===== src/rtl/mix_column_iter.sv =====
// rtl/mix_column_iter.sv - column-serial forward AES MixColumns engine
// One shared column mixer rewrites the working state in place, one column per clock.
module mix_column_iter (
    input  logic         clk,
    input  logic         rst_n,
    input  logic         in_valid,
    output logic         in_ready,
    input  logic [0:127] state,
    output logic         out_valid,
    input  logic         out_ready,
    output logic [0:127] out
);

    localparam logic [1:0] IDLE = 2'd0;
    localparam logic [1:0] BUSY = 2'd1;
    localparam logic [1:0] DONE = 2'd2;

    logic [1:0]   fsm;
    logic [1:0]   col;
    logic [0:127] st;
    logic [0:31]  col_in;
    logic [0:31]  col_out;
    logic [7:0]   a0, a1, a2, a3;
    logic [7:0]   d0, d1, d2, d3;

    function automatic logic [7:0] xtime(input logic [7:0] b);
        return {b[6:0], 1'b0} ^ (b[7] ? 8'h1b : 8'h00);
    endfunction

    always_comb begin
        col_in = st[{col, 5'b0} +: 32];
        a0 = col_in[0:7];
        a1 = col_in[8:15];
        a2 = col_in[16:23];
        a3 = col_in[24:31];
        d0 = xtime(a0);
        d1 = xtime(a1);
        d2 = xtime(a2);
        d3 = xtime(a3);
        // 3*b is folded in as 2*b ^ b
        col_out = {d0 ^ d1 ^ a1 ^ a2 ^ a3,
                   a0 ^ d1 ^ d2 ^ a2 ^ a3,
                   a0 ^ a1 ^ d2 ^ d3 ^ a3,
                   d0 ^ a0 ^ a1 ^ a2 ^ d3};
    end

    always_ff @(posedge clk or negedge rst_n) begin
        if (!rst_n) begin
            fsm <= IDLE;
            col <= 2'd0;
            st  <= '0;
        end else begin
            case (fsm)
                IDLE: begin
                    if (in_valid) begin
                        st  <= state;
                        col <= 2'd0;
                        fsm <= BUSY;
                    end
                end
                BUSY: begin
                    st[{col, 5'b0} +: 32] <= col_out;
                    col <= col + 2'd1;
                    if (col == 2'd3) begin
                        fsm <= DONE;
                    end
                end
                DONE: begin
                    if (out_ready) begin
                        fsm <= IDLE;
                    end
                end
                default: fsm <= IDLE;
            endcase
        end
    end

    assign in_ready  = (fsm == IDLE);
    assign out_valid = (fsm == DONE);
    assign out       = st;

endmodule


===== config.mk =====
export PLATFORM = sky130hd
export DESIGN_NAME = mix_column_iter
export DESIGN_NICKNAME = d
export VERILOG_FILES = /design/src/rtl/mix_column_iter.sv
export SDC_FILE = /design/constraint.sdc
export NUM_CORES = 1
export LEC_CHECK = 0
export BUFFER_PORTS_ARGS = -buffer_cell sky130_fd_sc_hd__buf_4
export CAP_MARGIN = 40
export CORE_AREA = 5 5 149 151
export CTS_CLUSTER_DIAMETER = 40
export DETAILED_ROUTE_END_ITERATION = 16
export DIE_AREA = 0 0 154 156
export PLACE_DENSITY = 0.63
export SETUP_SLACK_MARGIN = 0.2
export SYNTH_ARGS = -nofsm -noshare
export SYNTH_HDL_FRONTEND = slang
export SYNTH_SLANG_ARGS = --single-unit
export TNS_END_PERCENT = 10

===== constraint.sdc =====
create_clock -name clk -period 2.6 [get_ports clk]
set_input_delay 0.39 -clock clk [delete_from_list [all_inputs] [get_ports clk]]
set_output_delay 0.39 -clock clk [all_outputs]
set_load 0.005 [all_outputs]

==> flow_summary_export.csv, run 1 <==
group,metric,value,unit
final_layout,n_antenna_cell,0,
sta,worst_pin_slew,0.548,ns
routing,vias,7135,
critical_path,worstSetupPathType,"reg2reg",
synthesis,synth-compound-area-share,15.6,%
floorplanning,start_util,39.3,%
flow_run,maxCapViolations,0,
status,status,"completed",
synthesis,yosysTopAreaCell,"dfrtp_1",
critical_path,crit_path_end_kind,"flop",
final_layout,fill_cells,1854,
global_route,grt_max_degree,129,
final_layout,mostFrequentLayoutCells,"buf_4 (291), nand2_1 (260), dfrtp_1 (130), o221ai_1 (116), mux4_2 (33)",
critical_path,cp_max_fo,15,
synthesis,yosysTopAreaCellShare,40.6,%
sta,period_needed,2.41,ns
cts,clockRootBuffer,"clkbuf_16",
floorplanning,num_rows,53,
routing,drc,0,
sta,setup_tns,0,ns
sta,drv_slew,0,
cts,htreeDepth,4,
synthesis,synth.area.top_cells,"dfrtp_1 (41%), o221ai_1 (13%), nand2_1 (12%), mux4_2 (8.9%), xnor3_1 (8.3%)",
global_route,grt_overflow,0,
synthesis,synth_xor_area_share,17.7,%
cts,cts_tree,"done",
sta,fmax,414,MHz
synthesis,synth-seq-area-share,40.6,%
routing,drtIter0Drc,627,
routing,ant_nets,0,
floorplanning,chipWidth,154,um
critical_path,cp-start-kind,"flop",
floorplanning,ios,262,
synthesis,netlist_instances,722,
cts,clk_pin_slew,0.06,ns
cts,cts_num_sinks,132,
sta,fin_crit_sh,92.9,%
synthesis,synth_top_family_by_area,"XOR/XNOR gates",
sta,rsz0062_at_grt,"true",
placed_design,gp_congestion,0.876,
global_route,first_global_vias,7306,
floorplanning,die_area,24000,um2
critical_path,cp.arrival,2.74,ns
final_layout,final_layout_size_suffix_gt1_share,41.2,%
final_layout,final_nets,1112,
sta,hold_viol,0,
critical_path,crit_chain,"bufbuf_16 > mux4_2 > xor2_2 > buf_4 > xnor3_1 > o221ai_1",
routing,wire_per_inst,23.2,um
placed_design,dpl.hpwl,21500,um
routing,wirelength,29400,um
critical_path,critical_path_required,2.92,ns
synthesis,syn-num-nets,858,
critical_path,max_stage_delay,0.57,ns
synthesis,ys_ff_latch,132,
synthesis,ys_types,30,
sta,setup-violations-final,0,
sta,finClkSkew,0.00894,ns
synthesis,synth_edf_count,0,
final_layout,layout_commonest_cell,"buf_4",
synthesis,syn_avg_cell_area,11.3,um2
final_layout,postLayoutCoreUtil,54.3,%
routing,drt_first_pass_iters,7,
floorplanning,die_h,156,um
global_route,grt_pass1_wl,44500,um
routing,via_per_inst,5.64,
global_route,grtUsageTotal,24.1,%
cts,clk_latency,0.42,ns
floorplanning,core,20700,um2
global_route,antenna_found_initial,0,
synthesis,ys.flop_type,"dfrtp_1",
synthesis,synthSimpleGateAreaFrac,12.7,%
cts,cts_buffer_depth,2,
critical_path,cpMaxStageDelayCell,"mux4_2",
hold_path,hp-class,"in2reg",
synthesis,synth_fa_ha_area_share,0.616,%
synthesis,yosysWarnings,0,
cts,cts_buffers,17,
sta,relSlewSlack,63.5,%
synthesis,synth_area,8130,um2
placed_design,io_buffer_count,261,
synthesis,synthMuxAreaShare,8.87,%
synthesis,async_flop_share,100,%
final_layout,syn_to_final_growth,38.2,%
path summary, 6_finish.rpt:
path	to	slack, ns	depth (start not counted)	startpoint
max in group asynchronous	col[1]$_DFFE_PN0P_	1.29	3	rst_n
worst min-delay path	out[23]$_DFFE_PN0P_	0.25	3	state[23]
worst min register to register	out[33]$_DFFE_PN0P_	0.51	2	out[33]$_DFFE_PN0P_
min in group asynchronous	out[90]$_DFFE_PN0P_	0.52	2	rst_n
worst max-delay path	out[24]$_DFFE_PN0P_	0.19	6	col[0]$_DFFE_PN0P_
worst max register to register	out[24]$_DFFE_PN0P_	0.19	6	col[0]$_DFFE_PN0P_
kinds of logic (layout without fill, tap and decap cells):
kind of cell             Yosys count  after routing
AO/OA/AOI/OAI                    137            137
XOR/XNOR                          76             76
adder cells (fa/ha/maj)            4              4
buffers and inverters             71            337
flip-flops                       132            132
multiplexers                      32             33
AND/OR/NAND/NOR                  270            270
through the flow:
| stage | instance area [um2] | std cells | setup slack, ns | hold WS (ns) |
|---|---|---|---|---|
| final | 11200 | 1264 | 0.185 | 0.250 |
| after CTS | 11200 | 1262 | 0.167 | 0.238 |
| after floorplan | 8130 | 722 | 0.307 | 0.0944 |
| after detailed placement | 10500 | 1224 | 0.0738 | 0.393 |
| after global placement | 10500 | 1224 | 0.0886 | 0.396 |
| after global routing | 11200 | 1264 | 0.0966 | 0.250 |
metal layers:
layer / GRT usage, % / vias to the layer above / routed length, um
met5: 0 / - / 0
met4: 6.10 / 0 / 442
met3: 5.85 / 28 / 2500
met2: 38.8 / 349 / 14100
met1: 33.1 / 3562 / 12300
li1: - / 3196 / -
critical path: cells and delay by family, from the launching register on:
family          cells  cell delay [ns]
xor+xnor            2             0.62
mux                 1             0.57
buf+inv             2             0.50
flops               1             0.40
compound gates      1             0.22
Yosys cell counts, types with 5 or more instances:
cell	instances
clkbuf_1	53
xor2_1	13
o221ai_1	116
xor3_1	11
o221ai_2	12
xnor2_2	6
nand2_1	260
mux4_2	32
a21o_1	5
xnor2_1	5
xnor3_1	30
buf_2	5
dfrtp_1	132
timing repair:
action                                  4_1_cts  5_1_grt
endpoints found under the setup margin       70      110
setup buffers                                 3        2
hold buffers                                  1        0
resized for setup                             8        4
hold endpoints to repair                     50        0
pin swaps                                     1        3
gates cloned                                  2        0
registers in the layout, summed over array words and instances (netlist names):
register	cells
fsm	2
col	2
out	128
area by class of cell:
class	instances	area, um2	share of cell area, %
inverters	3	11.3	0.100
well taps	275	344	3.06
clock inverters	8	100	0.891
flip-flops and latches	132	3310	29.4
clock buffers	24	482	4.29
repair buffers	302	2390	21.3
multi-input cells	520	4600	40.9
Power of run 1 is not shown: default switching activity piles up to over one toggle a cycle in this logic, so the estimate is an artifact.
==> run 2, diff against run 1 <==
--- a/config.mk
+++ b/config.mk
@@ -12,7 +12,7 @@
 export DETAILED_ROUTE_END_ITERATION = 16
 export DIE_AREA = 0 0 154 156
 export PLACE_DENSITY = 0.63
-export SETUP_SLACK_MARGIN = 0.2
+export SETUP_SLACK_MARGIN = 0.05
 export SYNTH_ARGS = -nofsm -noshare
 export SYNTH_HDL_FRONTEND = slang
 export SYNTH_SLANG_ARGS = --single-unit
==> run 2 against run 1 <==
  * Cell area down 1.1%
  * Critical path depth down 1
  * Global-route usage down 0.26 points
  * Fmax down 3.4%
  * Flip-flop and latch count unchanged
  * Highest routed layer unchanged
  * Clock skew about the same
  * Worst hold slack worse by 0.00070 ns
  * Core utilization down 0.58 points
  * Final cell count down 0.16%
  * Clock-buffer cell count unchanged
  * Sequential share of layout area up 0.32 points
  * Critical endpoint is now out[4]$_DFFE_PN0P_
==> flow_summary_export.csv, run 2 (same netlist as run 1, synthesis figures left out) <==
group,metric,value,unit
placed_design,dpl.hpwl,21500,um
final_layout,syn_to_final_growth,36.7,%
final_layout,multiInputGateArea,4530,um2
global_route,grtUsageTotal,23.8,%
final_layout,final_layout_size_suffix_gt1_share,40.3,%
floorplanning,chipWidth,154,um
critical_path,cpMaxStageDelayCell,"mux4_2",
cts,clockRootBuffer,"clkbuf_16",
final_layout,largest_reg_flops,128,
floorplanning,num_rows,53,
cts,cts_tree,"done",
hold_path,hp-class,"in2reg",
floorplanning,die_h,156,um
sta,worst_pin_slew,0.543,ns
cts,cts_buffers,17,
routing,vias,7088,
critical_path,crit_path_end_kind,"flop",
cts,cts_resized,0,
sta,finClkSkew,0.00927,ns
global_route,grt_overflow,0,
critical_path,critical_path_required,2.93,ns
routing,ant_nets,0,
critical_path,cp-start-kind,"flop",
cts,clk_pin_slew,0.06,ns
global_route,grt_pass1_wl,44000,um
critical_path,max_stage_delay,0.71,ns
sta,fin_crit_sh,96.2,%
floorplanning,start_util,39.3,%
routing,drt_first_pass_iters,5,
critical_path,crit_chain,"buf_12 > mux4_2 > xor2_2 > xnor3_2 > o221ai_2",
sta,fmax,400,MHz
sta,setup-violations-final,0,
cts,cts_buffer_depth,2,
routing,wirelength,29000,um
status,status,"completed",
critical_path,cp_max_fo,29,
cts,htreeDepth,4,
sta,hold_viol,0,
floorplanning,die_area,24000,um2
final_layout,regArea,3310,um2
final_layout,layout_commonest_cell,"buf_4",
final_layout,final_nets,1110,
global_route,first_global_vias,7250,
global_route,antenna_found_initial,0,
routing,wire_per_inst,23.0,um
sta,setup_tns,0,ns
sta,drv_slew,0,
cts,clk_latency,0.42,ns
routing,drc,0,
flow_run,maxCapViolations,0,
routing,via_per_inst,5.62,
floorplanning,ios,262,
routing,drtIter0Drc,550,
floorplanning,core,20700,um2
critical_path,worstSetupPathType,"reg2reg",
placed_design,io_buffer_count,261,
sta,period_needed,2.50,ns
critical_path,cp.arrival,2.83,ns
sta,relSlewSlack,63.8,%
global_route,grt_max_degree,129,
cts,cts_num_sinks,132,
final_layout,fill_cells,1864,
final_layout,mostFrequentLayoutCells,"buf_4 (293), nand2_1 (260), dfrtp_1 (130), o221ai_1 (116), mux4_2 (32)",
placed_design,gp_congestion,0.876,
sta,rsz0062_at_grt,"true",
final_layout,n_antenna_cell,0,
[run 2: cell types whose count changed in the layout (fill, tap and decap cells not counted)]
cell | before | now
buf_12 | 7 | 6
buf_4 | 291 | 293
buf_6 | 2 | 1
bufbuf_16 | 1 | 0
mux4_2 | 33 | 32
xnor2_2 | 4 | 6
xnor2_4 | 6 | 4
xnor3_1 | 25 | 30
xnor3_2 | 8 | 3
xor2_1 | 12 | 13
xor2_4 | 1 | 0
xor3_1 | 10 | 11
xor3_2 | 1 | 0
[run 2: metrics by stage]
stage | cell area [um2] | utilization [%] | setup WS, ns | hold slack [ns] | instances
finish | 11100 | 53.7 | 0.100 | 0.249 | 1262
global route | 11100 | 53.7 | 0.0158 | 0.250 | 1262
CTS | 11100 | 53.5 | 0.0679 | 0.238 | 1257
detailed placement | 10500 | 50.7 | 0.0738 | 0.393 | 1224
global placement | 10500 | 50.7 | 0.0886 | 0.396 | 1224
floorplan | 8130 | - | 0.307 | 0.0944 | 722
[run 2: worst paths after layout]
kind	startpoint	end	slack (ns)	cells after the start
min in group asynchronous	rst_n	out[90]$_DFFE_PN0P_	0.52	2
max in group asynchronous	rst_n	col[1]$_DFFE_PN0P_	1.30	3
setup reg to reg	col[0]$_DFFE_PN0P_	out[4]$_DFFE_PN0P_	0.1	5
setup / recovery	col[0]$_DFFE_PN0P_	out[4]$_DFFE_PN0P_	0.1	5
hold reg to reg	out[33]$_DFFE_PN0P_	out[33]$_DFFE_PN0P_	0.51	2
hold / removal	state[23]	out[23]$_DFFE_PN0P_	0.25	3
[run 2: repair_timing]
item,in CTS,in global routing
hold endpoints to repair,50,0
setup buffers,0,5
setup endpoints to repair,0,15
hold buffers,1,0
[run 2: area by class of cell]
class | instances | area share (%)
multi-input cells | 519 | 40.7
flip-flops and latches | 132 | 29.8
repair buffers | 301 | 21.1
clock buffers | 24 | 4.34
well taps | 275 | 3.10
clock inverters | 8 | 0.901
inverters | 3 | 0.101
[run 2: critical path, delay by kind of cell, from the launching register on]
| kind | cells | cell delay (ns) |
|---|---|---|
| buf+inv | 1 | 0.25 |
| flops | 1 | 0.38 |
| xor+xnor | 2 | 0.85 |
| compound gates | 1 | 0.21 |
| mux | 1 | 0.71 |
[run 2: layer usage]
| layer | global-route usage, % | wire length [um] |
|---|---|---|
| met5 | 0 | 0 |
| met4 | 5.97 | 437 |
| met3 | 5.83 | 2570 |
| met2 | 38.5 | 14000 |
| met1 | 32.7 | 12000 |
Power of run 2 is left out for the same reason.
==> run 3, diff against run 2 <==
--- a/config.mk
+++ b/config.mk
@@ -11,7 +11,8 @@
 export CTS_CLUSTER_DIAMETER = 40
 export DETAILED_ROUTE_END_ITERATION = 16
 export DIE_AREA = 0 0 154 156
-export PLACE_DENSITY = 0.63
+export MAX_ROUTING_LAYER = met4
+export PLACE_DENSITY = 0.62
 export SETUP_SLACK_MARGIN = 0.05
 export SYNTH_ARGS = -nofsm -noshare
 export SYNTH_HDL_FRONTEND = slang
==> run 3 against run 2 <==
  * Worst hold slack got worse by 0.0034 ns
  * Via count rose by 0.42%
  * First-iteration DRC count down 17%
  * Flip-flop and latch count did not move
  * Register-to-register slack improved by 0.02 ns
  * Sequential share of layout area is 0.087 points lower
==> flow_summary_export.csv, run 3 (same netlist as run 1, synthesis figures left out) <==
group,metric,value,unit
status,status,"completed",
routing,wire_per_inst,23.2,um
sta,setup_tns,0,ns
sta,worst_pin_slew,0.555,ns
critical_path,cp_max_fo,18,
sta,finClkSkew,0.0103,ns
placed_design,dpl.hpwl,21200,um
global_route,grt_max_degree,129,
sta,drv_slew,0,
flow_run,maxCapViolations,0,
critical_path,reg2reg_depth,6,
cts,clockRootBuffer,"clkbuf_16",
routing,wirelength,29100,um
sta,relSlewSlack,63.0,%
final_layout,final_layout_size_suffix_gt1_share,40.4,%
floorplanning,die_area,24000,um2
final_layout,largest_reg_flops,128,
sta,whs,0.246,ns
routing,vias,7118,
hold_path,hp-class,"in2reg",
final_layout,multiInputGateArea,4530,um2
cts,htreeDepth,4,
hold_path,min_delay_worst_endpoint,"out[9]$_DFFE_PN0P_",
cts,cts_tree,"done",
final_layout,stdcell_count,1256,
critical_path,reg2reg_from,"col[0]$_DFFE_PN0P_",
floorplanning,start_util,39.3,%
floorplanning,chipWidth,154,um
routing,via_per_inst,5.67,
global_route,grtUsageTotal,24.6,%
global_route,first_global_vias,7308,
final_layout,regArea,3310,um2
critical_path,r2r_setup_slack,0.12,ns
floorplanning,core,20700,um2
cts,clk_pin_slew,0.06,ns
routing,drt_first_pass_iters,5,
critical_path,critical_path_required,2.87,ns
critical_path,crit_path_end_kind,"flop",
critical_path,worstSetupPathType,"reg2reg",
floorplanning,die_h,156,um
final_layout,n_antenna_cell,0,
placed_design,io_buffer_count,261,
final_layout,final_nets,1104,
cts,cts_buffer_depth,2,
hold_path,holdPathStages,3,
sta,fmax,403,MHz
final_layout,layout_commonest_cell,"buf_4",
sta,fin_ws,0.118,ns
cts,cts_buffers,17,
global_route,grt_overflow,0,
cts,clk_latency,0.42,ns
sta,fin_crit_sh,95.5,%
placed_design,gp_congestion,0.887,
critical_path,reg2reg_to,"out[0]$_DFFE_PN0P_",
floorplanning,num_rows,53,
cts,cts_num_sinks,132,
placed_design,dp.cells,1218,
global_route,antenna_found_initial,0,
routing,ant_nets,0,
sta,period_needed,2.48,ns
sta,setup-violations-final,0,
floorplanning,ios,262,
final_layout,syn_to_final_growth,37.1,%
final_layout,fill_cells,1843,
critical_path,cp.arrival,2.75,ns
routing,drc,0,
sta,hold_viol,0,
final_layout,mostFrequentLayoutCells,"buf_4 (285), nand2_1 (260), dfrtp_1 (130), o221ai_1 (116), mux4_2 (32)",
hold_path,min_from,"state[9]",
global_route,grt_pass1_wl,44000,um
critical_path,cp-start-kind,"flop",
sta,rsz0062_at_grt,"true",
routing,drtIter0Drc,454,
placed_design,place_ws,0.0925,ns
[run 3: critical path: stages, from the launching register on]
cell	delay, ns
dfrtp_2	0.41
buf_12	0.21
mux4_2	0.66
xor2_2	0.20
buf_4	0.17
xor2_1	0.46
o221ai_1	0.22
[run 3: cell type report]
cell class,instances,area share [%]
tap,275,3.09
inverter,3,0.101
clock buffer,19,4.06
multi-input combinational,519,40.6
clock inverter,13,1.63
sequential,132,29.7
timing repair buffer,295,20.8
[run 3: worst max-delay path by stage]
stage                                      end               start  slack, ns  cells after the start
after CTS                 out[104]$_DFFE_PN0P_  col[0]$_DFFE_PN0P_       0.08                      5
after global placement      out[8]$_DFFE_PN0P_  col[0]$_DFFE_PN0P_       0.09                      5
after detailed placement  out[104]$_DFFE_PN0P_  col[0]$_DFFE_PN0P_       0.09                      5
after floorplan           out[114]$_DFFE_PN0P_  col[0]$_DFFE_PN0P_       0.31                      6
final                       out[0]$_DFFE_PN0P_  col[0]$_DFFE_PN0P_       0.12                      6
after global routing        out[4]$_DFFE_PN0P_  col[0]$_DFFE_PN0P_       0.04                      5
[run 3: metal layers]
| layer | track usage (%) | share of wire (%) |
|---|---|---|
| met5 | - | 0 |
| met4 | 7.40 | 2.6 |
| met3 | 6.07 | 7.4 |
| met2 | 38.2 | 48 |
| met1 | 32.3 | 42 |
[run 3: per-stage QoR]
step	area (um2)	utilization, %
3_3_place_gp	10500	50.6
5_1_grt	11100	53.9
4_1_cts	11100	53.7
6_report	11100	53.9
2_1_floorplan	8130	-
3_5_place_dp	10500	50.6
[run 3: timing repair]
action	CTS	global route
hold endpoints to repair	51	0
resized for setup	0	0
setup endpoints to repair	0	12
setup buffers	0	5
hold buffers	1	0
Power of run 3 is left out for the same reason.
